**src/rtl/stream_delay_pkg.sv**
```systemverilog
// Shared types and constants for the stream delay blocks.
// Used by the ready-delay stage and the LFSR helper.
package stream_delay_pkg;

  typedef enum logic [1:0] {
    Idle = 2'd0,
    Wait = 2'd1,
    Full = 2'd2
  } rdly_state_e;

  localparam int CounterBits = 4;
  localparam logic [15:0] LfsrTaps = 16'hB400;

endpackage

```
**src/rtl/stream_lfsr16.sv**
```systemverilog
// 16-bit Galois LFSR with enable and synchronous reset to a seed.
// Full state is exposed so callers can pick whichever bits they need.
module stream_lfsr16
  import stream_delay_pkg::*;
#(
  parameter logic [15:0] Seed = 16'hACE1,
  parameter logic [15:0] Taps = LfsrTaps
) (
  input  logic        clk_i,
  input  logic        rst_i,
  input  logic        en_i,
  output logic [15:0] state_o
);

  logic [15:0] lfsr_q;
  logic [15:0] lfsr_d;

  always_comb begin
    lfsr_d = lfsr_q;
    if (en_i) begin
      lfsr_d = (lfsr_q >> 1) ^ (lfsr_q[0] ? Taps : 16'h0000);
    end
  end

  always_ff @(posedge clk_i) begin
    if (rst_i) begin
      lfsr_q <= Seed;
    end else begin
      lfsr_q <= lfsr_d;
    end
  end

  assign state_o = lfsr_q;

endmodule

```
**src/rtl/stream_ready_delay.sv**
```systemverilog
// Withholds upstream ready for a fixed or LFSR-chosen number of cycles,
// then holds the captured beat in a one-entry register for downstream.
module stream_ready_delay
  import stream_delay_pkg::*;
#(
  parameter int          StallRandom = 0,
  parameter int unsigned FixedDelay  = 1,
  parameter int unsigned payload_w   = 1,
  parameter logic [15:0] LfsrSeed    = 16'hACE1
) (
  input  logic                 clk_i,
  input  logic                 rst_i,
  input  logic [payload_w-1:0] payload_i,
  input  logic                 valid_i,
  output logic                 ready_o,
  output logic [payload_w-1:0] payload_o,
  output logic                 valid_o,
  input  logic                 ready_i
);

  if (FixedDelay > 15) begin : g_bad_delay
    $fatal(1, "FixedDelay must be in 0..15");
  end
  if (LfsrSeed == 16'h0000) begin : g_bad_seed
    $fatal(1, "LfsrSeed must be nonzero");
  end

  localparam logic [CounterBits-1:0] FixedD = CounterBits'(FixedDelay);

  rdly_state_e            state_q, state_d;
  logic [CounterBits-1:0] cnt_q, cnt_d;
  logic [payload_w-1:0]   data_q, data_d;
  logic [CounterBits-1:0] dly;
  logic [15:0]            lfsr;
  logic                   lfsr_en;
  logic                   rdy;
  logic                   unused_lfsr;

  stream_lfsr16 #(
    .Seed (LfsrSeed),
    .Taps (LfsrTaps)
  ) u_lfsr (
    .clk_i   (clk_i),
    .rst_i   (rst_i),
    .en_i    (lfsr_en),
    .state_o (lfsr)
  );

  assign unused_lfsr = ^lfsr[15:CounterBits];
  assign dly = (StallRandom != 0) ? lfsr[CounterBits-1:0] : FixedD;

  always_comb begin
    state_d = state_q;
    cnt_d   = cnt_q;
    data_d  = data_q;
    rdy     = 1'b0;
    lfsr_en = 1'b0;
    unique case (state_q)
      Idle: begin
        if (valid_i) begin
          lfsr_en = 1'b1;
          if (dly == '0) begin
            rdy     = 1'b1;
            data_d  = payload_i;
            state_d = Full;
          end else begin
            cnt_d   = dly - CounterBits'(1);
            state_d = Wait;
          end
        end
      end
      Wait: begin
        rdy = (cnt_q == '0);
        if (rdy && valid_i) begin
          data_d  = payload_i;
          state_d = Full;
        end else if (!valid_i) begin
          // Upstream withdrew: forget the partial countdown.
          cnt_d   = '0;
          state_d = Idle;
        end else if (cnt_q != '0) begin
          cnt_d = cnt_q - CounterBits'(1);
        end
      end
      Full: begin
        if (ready_i) begin
          state_d = Idle;
        end
      end
      default: state_d = Idle;
    endcase
  end

  always_ff @(posedge clk_i) begin
    if (rst_i) begin
      state_q <= Idle;
      cnt_q   <= '0;
      data_q  <= '0;
    end else begin
      state_q <= state_d;
      cnt_q   <= cnt_d;
      data_q  <= data_d;
    end
  end

  always_ff @(posedge clk_i) begin
    if (!rst_i && state_q == Wait) begin
      assert (valid_i)
      else $warning("stream_ready_delay: valid_i withdrawn before handshake");
    end
  end

  assign ready_o   = rdy & ~rst_i;
  assign valid_o   = (state_q == Full);
  assign payload_o = data_q;

endmodule

```
**config.mk**
```make
export PLATFORM = sky130hd
export DESIGN_NAME = stream_ready_delay
export DESIGN_NICKNAME = d
export VERILOG_FILES = /design/src/rtl/stream_delay_pkg.sv /design/src/rtl/stream_lfsr16.sv /design/src/rtl/stream_ready_delay.sv
export SDC_FILE = /design/constraint.sdc
export NUM_CORES = 1
export LEC_CHECK = 0
export BUFFER_PORTS_ARGS = -buffer_cell sky130_fd_sc_hd__buf_2
export CAP_MARGIN = 20
export CORE_AREA = 2 2 39 41
export CTS_BUF_LIST = sky130_fd_sc_hd__clkbuf_4 sky130_fd_sc_hd__clkbuf_8
export CTS_CLUSTER_DIAMETER = 40
export DETAILED_ROUTE_END_ITERATION = 16
export DIE_AREA = 0 0 41 43
export PLACE_DENSITY = 0.55
export SYNTH_ARGS = -nofsm -noshare
export SYNTH_HDL_FRONTEND = slang
export SYNTH_SLANG_ARGS = --single-unit
```
**constraint.sdc**
```tcl
create_clock -name clk_i -period 3.01 [get_ports clk_i]
set_clock_uncertainty 0.2 [all_clocks]
set_input_delay 0.1505 -clock clk_i [delete_from_list [all_inputs] [get_ports clk_i]]
set_output_delay 0.1505 -clock clk_i [all_outputs]
set_load 0.02 [all_outputs]
```
Word level (Yosys, flattened, before mapping)
Index checks and enable logic that the tools add are counted.
{"block": "totals", "reg_bits": 7, "latch_bits": 0, "ram_bits": 0, "rom_bits": 0, "inputBits": 5, "output_inout_bits": 3, "elab_cells": 32, "memories": 0}
{"block": "op_classes", "add_sub_neg": 1, "mul": 0, "n_div": 0, "n_lt_le_gt_ge": 0, "n_eq_ne": 7, "shifts": 0, "n_mux": 11, "bitwise": 2, "n_reduce_logical": 8}
{"operator": "$mux 4", "count": 4}
{"operator": "$mux 2", "count": 4}
{"operator": "$pmux 4 s2", "count": 1}
{"operator": "$ne 3x3->1 const B", "count": 2}
{"operator": "$pmux 2 s3", "count": 1}
{"operator": "$logic_not 4->1", "count": 1}
{"operator": "$ne 2x2->1 const B", "count": 2}
{"operator": "$reduce_and 4->1", "count": 1}
{"operator": "$reduce_bool 4->1", "count": 1}
{"operator": "$sub 4x1->4 const B", "count": 1}
{"operator": "$reduce_and 3->1", "count": 1}
{"operator": "$eq 2x1->1 const B", "count": 1}
{"operator": "$eq 2x2->1 const B", "count": 1}
{"operator": "$logic_not 2->1", "count": 1}
{"operator": "$ne 2x1->1 const B", "count": 1}
{"operator": "$reduce_and 2->1", "count": 1}
{"operator": "$reduce_bool 2->1", "count": 1}
{"operator": "$and 1x1->1", "count": 1}
{"operator": "$logic_and 1x1->1", "count": 1}
{"operator": "$mux 1", "count": 1}
{"operator": "$not 1->1", "count": 1}

Depth between registers and ports, before layout
Gate-level depths: netlist of the first run.
{"block": "depth", "ltp_word": 5, "mapped_depth": 5, "depth_no_buf": 5}

Least setup slack after synthesis of the first run
No wires, ideal clock.
{"block": "synth_path", "path_kind": "reg-to-reg", "start": "register cnt_q[0]", "end": "register cnt_q[0]", "t_arrival_ns": 1.323, "path_slack_ns": 1.366, "path_stages_with_launch": 6, "n_path_buf": 0, "period_less_slack_ns": 1.644, "cell_sequence": "dfxtp_1 > inv_1 > ha_1 > or3b_4 > and2_4 > mux2_4"}
{"block": "synth_between", "elab_chain_len": 5, "word_cells_on_any_way": 11, "classes_between": "add/sub (1); eq/ne (2); mux (4); reduce/logical (4)"}
{"element": "start, declared", "line_no": "stream_ready_delay.sv:31", "source": "logic [CounterBits-1:0] cnt_q, cnt_d;"}
{"element": "start signal, assigned", "line_no": "stream_ready_delay.sv:101", "source": "cnt_q <= cnt_d;"}
{"element": "$sub 4x1->4", "line_no": "stream_ready_delay.sv:82", "source": "cnt_d = cnt_q - CounterBits'(1);"}
{"element": "$mux 4", "line_no": "stream_ready_delay.sv:81", "source": "end else if (cnt_q != '0) begin"}
{"element": "$mux 4", "line_no": "stream_ready_delay.sv:77", "source": "end else if (!valid_i) begin"}
{"element": "$mux 4", "line_no": "stream_ready_delay.sv:74", "source": "if (rdy && valid_i) begin"}
{"element": "$pmux 4 s2", "line_no": "stream_ready_delay.sv:58", "source": "unique case (state_q)"}
Parallel ways exist; a longest one is shown, timed or not. The select of a mux whose other input is x is not followed.
A chain may end at the register's enable or synchronous reset.

Worst setup path in the final report of the first run
{"block": "layout_path", "start": "register cnt_q[0]", "end": "output ready_o"}
{"block": "layout_between", "elab_chain_len": 3}
{"element": "$logic_not 4->1", "line_no": "stream_ready_delay.sv:73", "source": "rdy = (cnt_q == '0);"}
{"element": "$mux 1"}
{"element": "$and 1x1->1", "line_no": "stream_ready_delay.sv:113", "source": "assign ready_o = rdy & ~rst_i;"}
{"element": "end, declared", "line_no": "stream_ready_delay.sv:15", "source": "output logic ready_o,"}
No other way between the ends.

==> results of run 1 <==
worst max-delay path: cells and delay by family, from the launching register on:
| family | cells | cell delay (ns) |
|---|---|---|
| buf+inv | 2 | 0.28 |
| simple gates | 3 | 0.46 |
| flops | 1 | 0.31 |
| fa+ha+maj | 1 | 0.21 |
how the worst min path moves through the flow:
stage | endpoint | depth (start not counted) | from
6_report | state_q[1] | 3 | ready_i
5_1_grt | state_q[1] | 3 | ready_i
4_1_cts | state_q[1] | 3 | ready_i
3_5_place_dp | payload_o | 3 | payload_i
3_3_place_gp | payload_o | 3 | payload_i
2_1_floorplan | state_q[0] | 1 | valid_i
final cells by class:
class | count | area share
Timing Repair Buffer | 9 | 0.114
Inverter | 3 | 0.0233
Tap cell | 16 | 0.0415
Clock buffer | 4 | 0.0622
Sequential cell | 7 | 0.290
Multi-Input combinational cell | 29 | 0.469
report_power, final:
group / switching (uW) / internal (uW) / total [uW] / leakage (uW)
Clock: 38.6 / 59.9 / 98.4 / 0.0000184
Sequential: 2.07 / 94.4 / 96.5 / 0.0000567
Combinational: 9.54 / 10.9 / 20.4 / 0.000130
flip-flops by register name, indices dropped and copies added, names as in the netlist:
| name | count |
|---|---|
| payload_o | 1 |
| cnt_q | 4 |
| state_q | 2 |
metal layers:
layer  track usage  vias to the layer above  wire length [um]
li1              -                      167                 -
met5             0                        -                 0
met2         0.141                        7               300
met3        0.0471                        0                40
met4        0.0600                        0                 0
met1         0.120                      138               352
stage by stage:
step | worst slack [ns] | utilization | total power, uW
after global placement | 1.30 | 0.313 | 117
final | 1.15 | 0.349 | 215
after global routing | 1.02 | 0.349 | 226
after CTS | 1.12 | 0.349 | 218
after detailed placement | 1.29 | 0.313 | 117
after floorplan | 1.37 | - | 111
what timing repair did:
action,in CTS,in global routing
hold buffers,2,0
buffers inserted,0,0
hold endpoints to repair,2,0
cell usage in the layout, fill, tap and decap left out, types with 2 or more instances in the layout:
cell	n
buf_2	7
clkbuf_4	4
dlygate4sd3_1	2
o21ba_2	2
nor3_1	2
nor2b_1	3
nand3b_1	2
o22ai_1	3
nand2b_1	2
dfxtp_1	7
nor2_1	2
inv_1	3
cells by family after synthesis:
kind of cell	synth area share
adders and majority gates	0.0327
AOI/OAI and AO/OA	0.176
muxes	0.0653
DFF	0.366
buffers and inverters	0.0425
and+or+nand+nor	0.317
==> metrics.txt, run 1 <==
Placed Instances=62; CTS sink cnt=7; Worst path max stage delay=0.31 ns; area of the die=roughly 1800 um2; Final setup viols=0; area grow syn2layout=26.1%; placed instance area=433 um2; Clock Tree Buf Depth=2; Clk pin slew, worst setup/hold paths=0.06 ns; Yosys reg bits=7; grt ovf=0; min Tclk post-route=1.86 ns; fill cell count=145; max-cap viol count=0; Avg Inst Size Synth=9.57 um2; synth cell count leaders=dfxtp_1, inv_1, nor2b_1, o22ai_1; Hold WC Path Type=in -> reg; post-synth top area share=0.366; Routed WL=around 700 um; vias in the first global route=304; initial antenna violation count=0; Yosys top cell by area=dfxtp_1; WHS=0.0249 ns; clock root cell=clkbuf_4; vias=312; Avg WL per Cell=10.2 um; Post-Syn Nets=46; CP Class=reg -> out; most frequent cell after synthesis=dfxtp_1; routability cong.=0.772; CTS H-tree lvls=1; DR pass1 iterations=2; number of distinct library cells after synthesis=23; Final Hold Fails=0; Post-synth EDFFs=0; Slew Limit Fails=0; Die Wd=41 um; Post-route DRC=0; area of the multi-input gates=226 um2; number of inserted diodes=0; maximum fanout along the worst path=4; Initial DRC Count=2; vias per cell=4.59; global-route wire length before repair=between 1000 and 1500 um; layout cells sized above 1=0.365; largest net degree at the start of global routing=11; ys async rst share=0; GRT Overall Usage=0.101; crit-path cells=inv_1, ha_1, nor2b_1, nand3b_1, nor3_1, buf_2; Crit path arrival time=1.51 ns; CP endpoint=ready_o; RR Startpoint=cnt_q[0]; ranking of synthesized cells by area=dfxtp_1, o21ba_2, nor2b_1; fin cells=68; CTS tree=done; post-synthesis cell area=between 300 and 400 um2; FF+latch area=140 um2; Crit. End Element=output pin; reg2reg end=cnt_q[0]; post-route clock period utilization=0.617; Rows=14; total core area=1380 um2; Worst R2R Setup Slack=1.28 ns; top_reg_cell synth=dfxtp_1; sequential area share after synthesis=0.366; Setup TNS Final=0 ns; Worst Setup SP=cnt_q[0]; Port Buffers=7; Peak Freq=0.539 GHz; reg2reg path depth=5; Final #Nets=59; Mapped Cells=40; Worst-Margin Slew=0.258 ns; startpoint types=flop; IO Count=8; post-cts resize count=0; dpl hpwl=512 um; Leak=0.000205 uW; Worst Path Required=2.66 ns; Die Ht=~43 um; Final Cell Area=483 um2; Initial Utilization=0.277; RSZ-0062 raised after global routing=false; worst vdd ir=160 uV; outcome=complete, no violations; max_slew headroom=0.827; Synth warnings=0; post-route ant nets=0; CTS Buf Count=3; Crit-path slowest cell=dfxtp_1; later-pin clock latency in the skew report=between 0.2 and 0.3 ns; Power Density=446 nW/um2
(Power assumes the default switching activity.)
==> run 2, diff against run 1 <==
--- a/config.mk
+++ b/config.mk
@@ -12,7 +12,7 @@
 export CTS_CLUSTER_DIAMETER = 40
 export DETAILED_ROUTE_END_ITERATION = 16
 export DIE_AREA = 0 0 41 43
-export PLACE_DENSITY = 0.55
+export PLACE_DENSITY = 0.57
 export SYNTH_ARGS = -nofsm -noshare
 export SYNTH_HDL_FRONTEND = slang
 export SYNTH_SLANG_ARGS = --single-unit
==> constraint.sdc (replaced) <==
create_clock -name clk_i -period 1.5 [get_ports clk_i]
set_clock_uncertainty 0.2 [all_clocks]
set_input_delay 0.075 -clock clk_i [delete_from_list [all_inputs] [get_ports clk_i]]
set_output_delay 0.075 -clock clk_i [all_outputs]
set_load 0.02 [all_outputs]
==> metrics.txt, run 2 (synthesis gave the netlist of run 1 again) <==
outcome=complete, but fails checks; violated checks=setup timing; Post-route DRC=0 (unchanged); Avg WL per Cell=10.3 um (+0.95%); number of inserted diodes=0 (unchanged); Final setup viols=4 (+4); CTS sink cnt=7 (unchanged); layout cells sized above 1=0.563 (+0.197); post-route clock period utilization=1.11; area of the die=1760 um2 (unchanged); Setup TNS Final=-0.358 ns (-0.358 ns); Initial DRC Count=2 (unchanged); vias in the first global route=340 (+12%); Finished Core Util=0.448 (+0.0986); met1 usage=0.133 (+0.0129); Crit-path slowest cell=dfxtp_2; Initial Utilization=0.277 (unchanged); Routed WL=823 um (+19%); Port Buffers=7 (unchanged); Slew Limit Fails=0 (unchanged); Worst-Margin Slew=0.230 ns (-0.0275 ns); max_slew headroom=0.845 (+0.0185); largest net degree at the start of global routing=11 (unchanged); min Tclk post-route=1.66 ns; Clk pin slew, worst setup/hold paths=0.06 ns (about the same); Worst path max stage delay=0.32 ns (about the same); global routing's busiest layer=met2; global-route wire length before repair=1330 um (+13%); routability cong.=0.683 (-11%); CTS Buf Count=3 (unchanged); Leak=0.000276 uW (+35%); vias=386 (+24%); later-pin clock latency in the skew report=0.27 ns (+0.02 ns); worst setup margin=-0.159 ns (-1.31 ns); area grow syn2layout=61.8%; Final Hold Fails=0 (unchanged); CTS tree=done; fill cell count=142 (-2.1%); initial antenna violation count=0 (unchanged); worst vdd ir=213 uV (+33%); Crit. End Element=output pin; grt met2 use=0.166 (+0.0250); CTS H-tree lvls=1 (unchanged); grt ovf=0 (unchanged); clock root cell=clkbuf_4; Clock Tree Buf Depth=2 (unchanged); most frequent CP cell=buf_4; IO Count=8 (unchanged); largest reg by FF count=cnt_q; CP Class=reg -> out; dpl hpwl=566 um (+11%); most frequent cells in the layout=buf_4, dfxtp_1, buf_2; GRT Overall Usage=0.119 (+0.0181); startpoint types=flop; crit-path cells=inv_2, ha_4, buf_4, nor2b_4, nand3b_1, nor3_2, buf_4; Crit path arrival time=1.38 ns (-0.13 ns); max-cap viol count=0 (unchanged); post-route ant nets=0 (unchanged); most common cell after layout, fill and taps aside=buf_4; Largest register FFs=4 (unchanged); Hold WC Path Type=in -> reg; M3 GR Usage=0.0314 (-0.0157); Rows=14 (unchanged); vias per cell=4.83 (+5.2%); fin cells=80 (+18%); DR pass1 iterations=4 (+2); Die Wd=41 um (unchanged); Power Density=725 nW/um2 (+63%); Die Ht=43 um (unchanged); Placed Instances=69 (+11%); Worst Path Required=1.22 ns (-1.44 ns); maximum fanout along the worst path=3 (-1); RSZ-0062 raised after global routing=true; Final #Nets=71 (+20%); Peak Freq=0.603 GHz; worst slack, placed=-0.0961 ns (-1.38 ns); total core area=1380 um2 (unchanged)
-- run 2: changes by cell type in the layout (fill, tap and decap cells not counted), moves of 2 or more --
cell,delta
inv_1,-2
buf_4,+11
dlygate4sd3_1,+2
inv_2,+2
-- run 2: cell type report --
cell class / count / area, um2 / share of cell area
multi-input combinational: 29 / 264 / 0.426
timing repair buffer: 21 / 153 / 0.246
clock buffer: 4 / 30.0 / 0.0485
tap: 16 / 20.0 / 0.0323
inverter: 3 / 11.3 / 0.0182
sequential: 7 / 141 / 0.228
-- run 2: worst paths after layout --
kind / cells after the start / endpoint / slack [ns] / from
setup reg to reg: 5 / cnt_q[0] / -0.11 / cnt_q[0]
hold reg to reg: 2 / payload_o / 0.27 / payload_o
setup / recovery: 7 / ready_o / -0.16 / cnt_q[0]
hold / removal: 3 / payload_o / 0.01 / rst_i
-- run 2: metal layers --
metal  routed length (um)  share of wire  up-vias
li1                     -              -      193
met1                  352           0.43      177
met2                  382           0.46       12
met3                   41          0.050        4
met4                   46          0.056        0
met5                    0              0        -
-- run 2: through the flow --
stage	power, uW	hold WS [ns]	cell area [um2]
floorplan	223	0.0209	395
global placement	236	0.148	498
detailed placement	236	0.158	498
CTS	448	0.00468	591
global route	466	0.0495	619
finish	449	0.0108	619
-- run 2: report_power, final --
part	switching [uW]	total, uW	leakage (uW)	internal (uW)
logic	22.2	51.1	0.000200	28.9
clock network	83.8	204	0.0000184	121
registers	4.30	194	0.0000572	189
total	110	449	0.000276	339
-- run 2: repair_timing --
action,CTS,global route
gates cloned,0,0
buffers inserted,1,2
hold endpoints to repair,3,0
setup endpoints to repair,5,5
resized for setup,4,3
pin swaps,1,1
hold buffers,4,0
-- run 2: worst max-delay path: cells and delay by family, from the launching register on --
| kind | cells | cell delay, ns |
|---|---|---|
| fa+ha+maj | 1 | 0.12 |
| simple gates | 3 | 0.34 |
| buf+inv | 3 | 0.34 |
| flops | 1 | 0.32 |
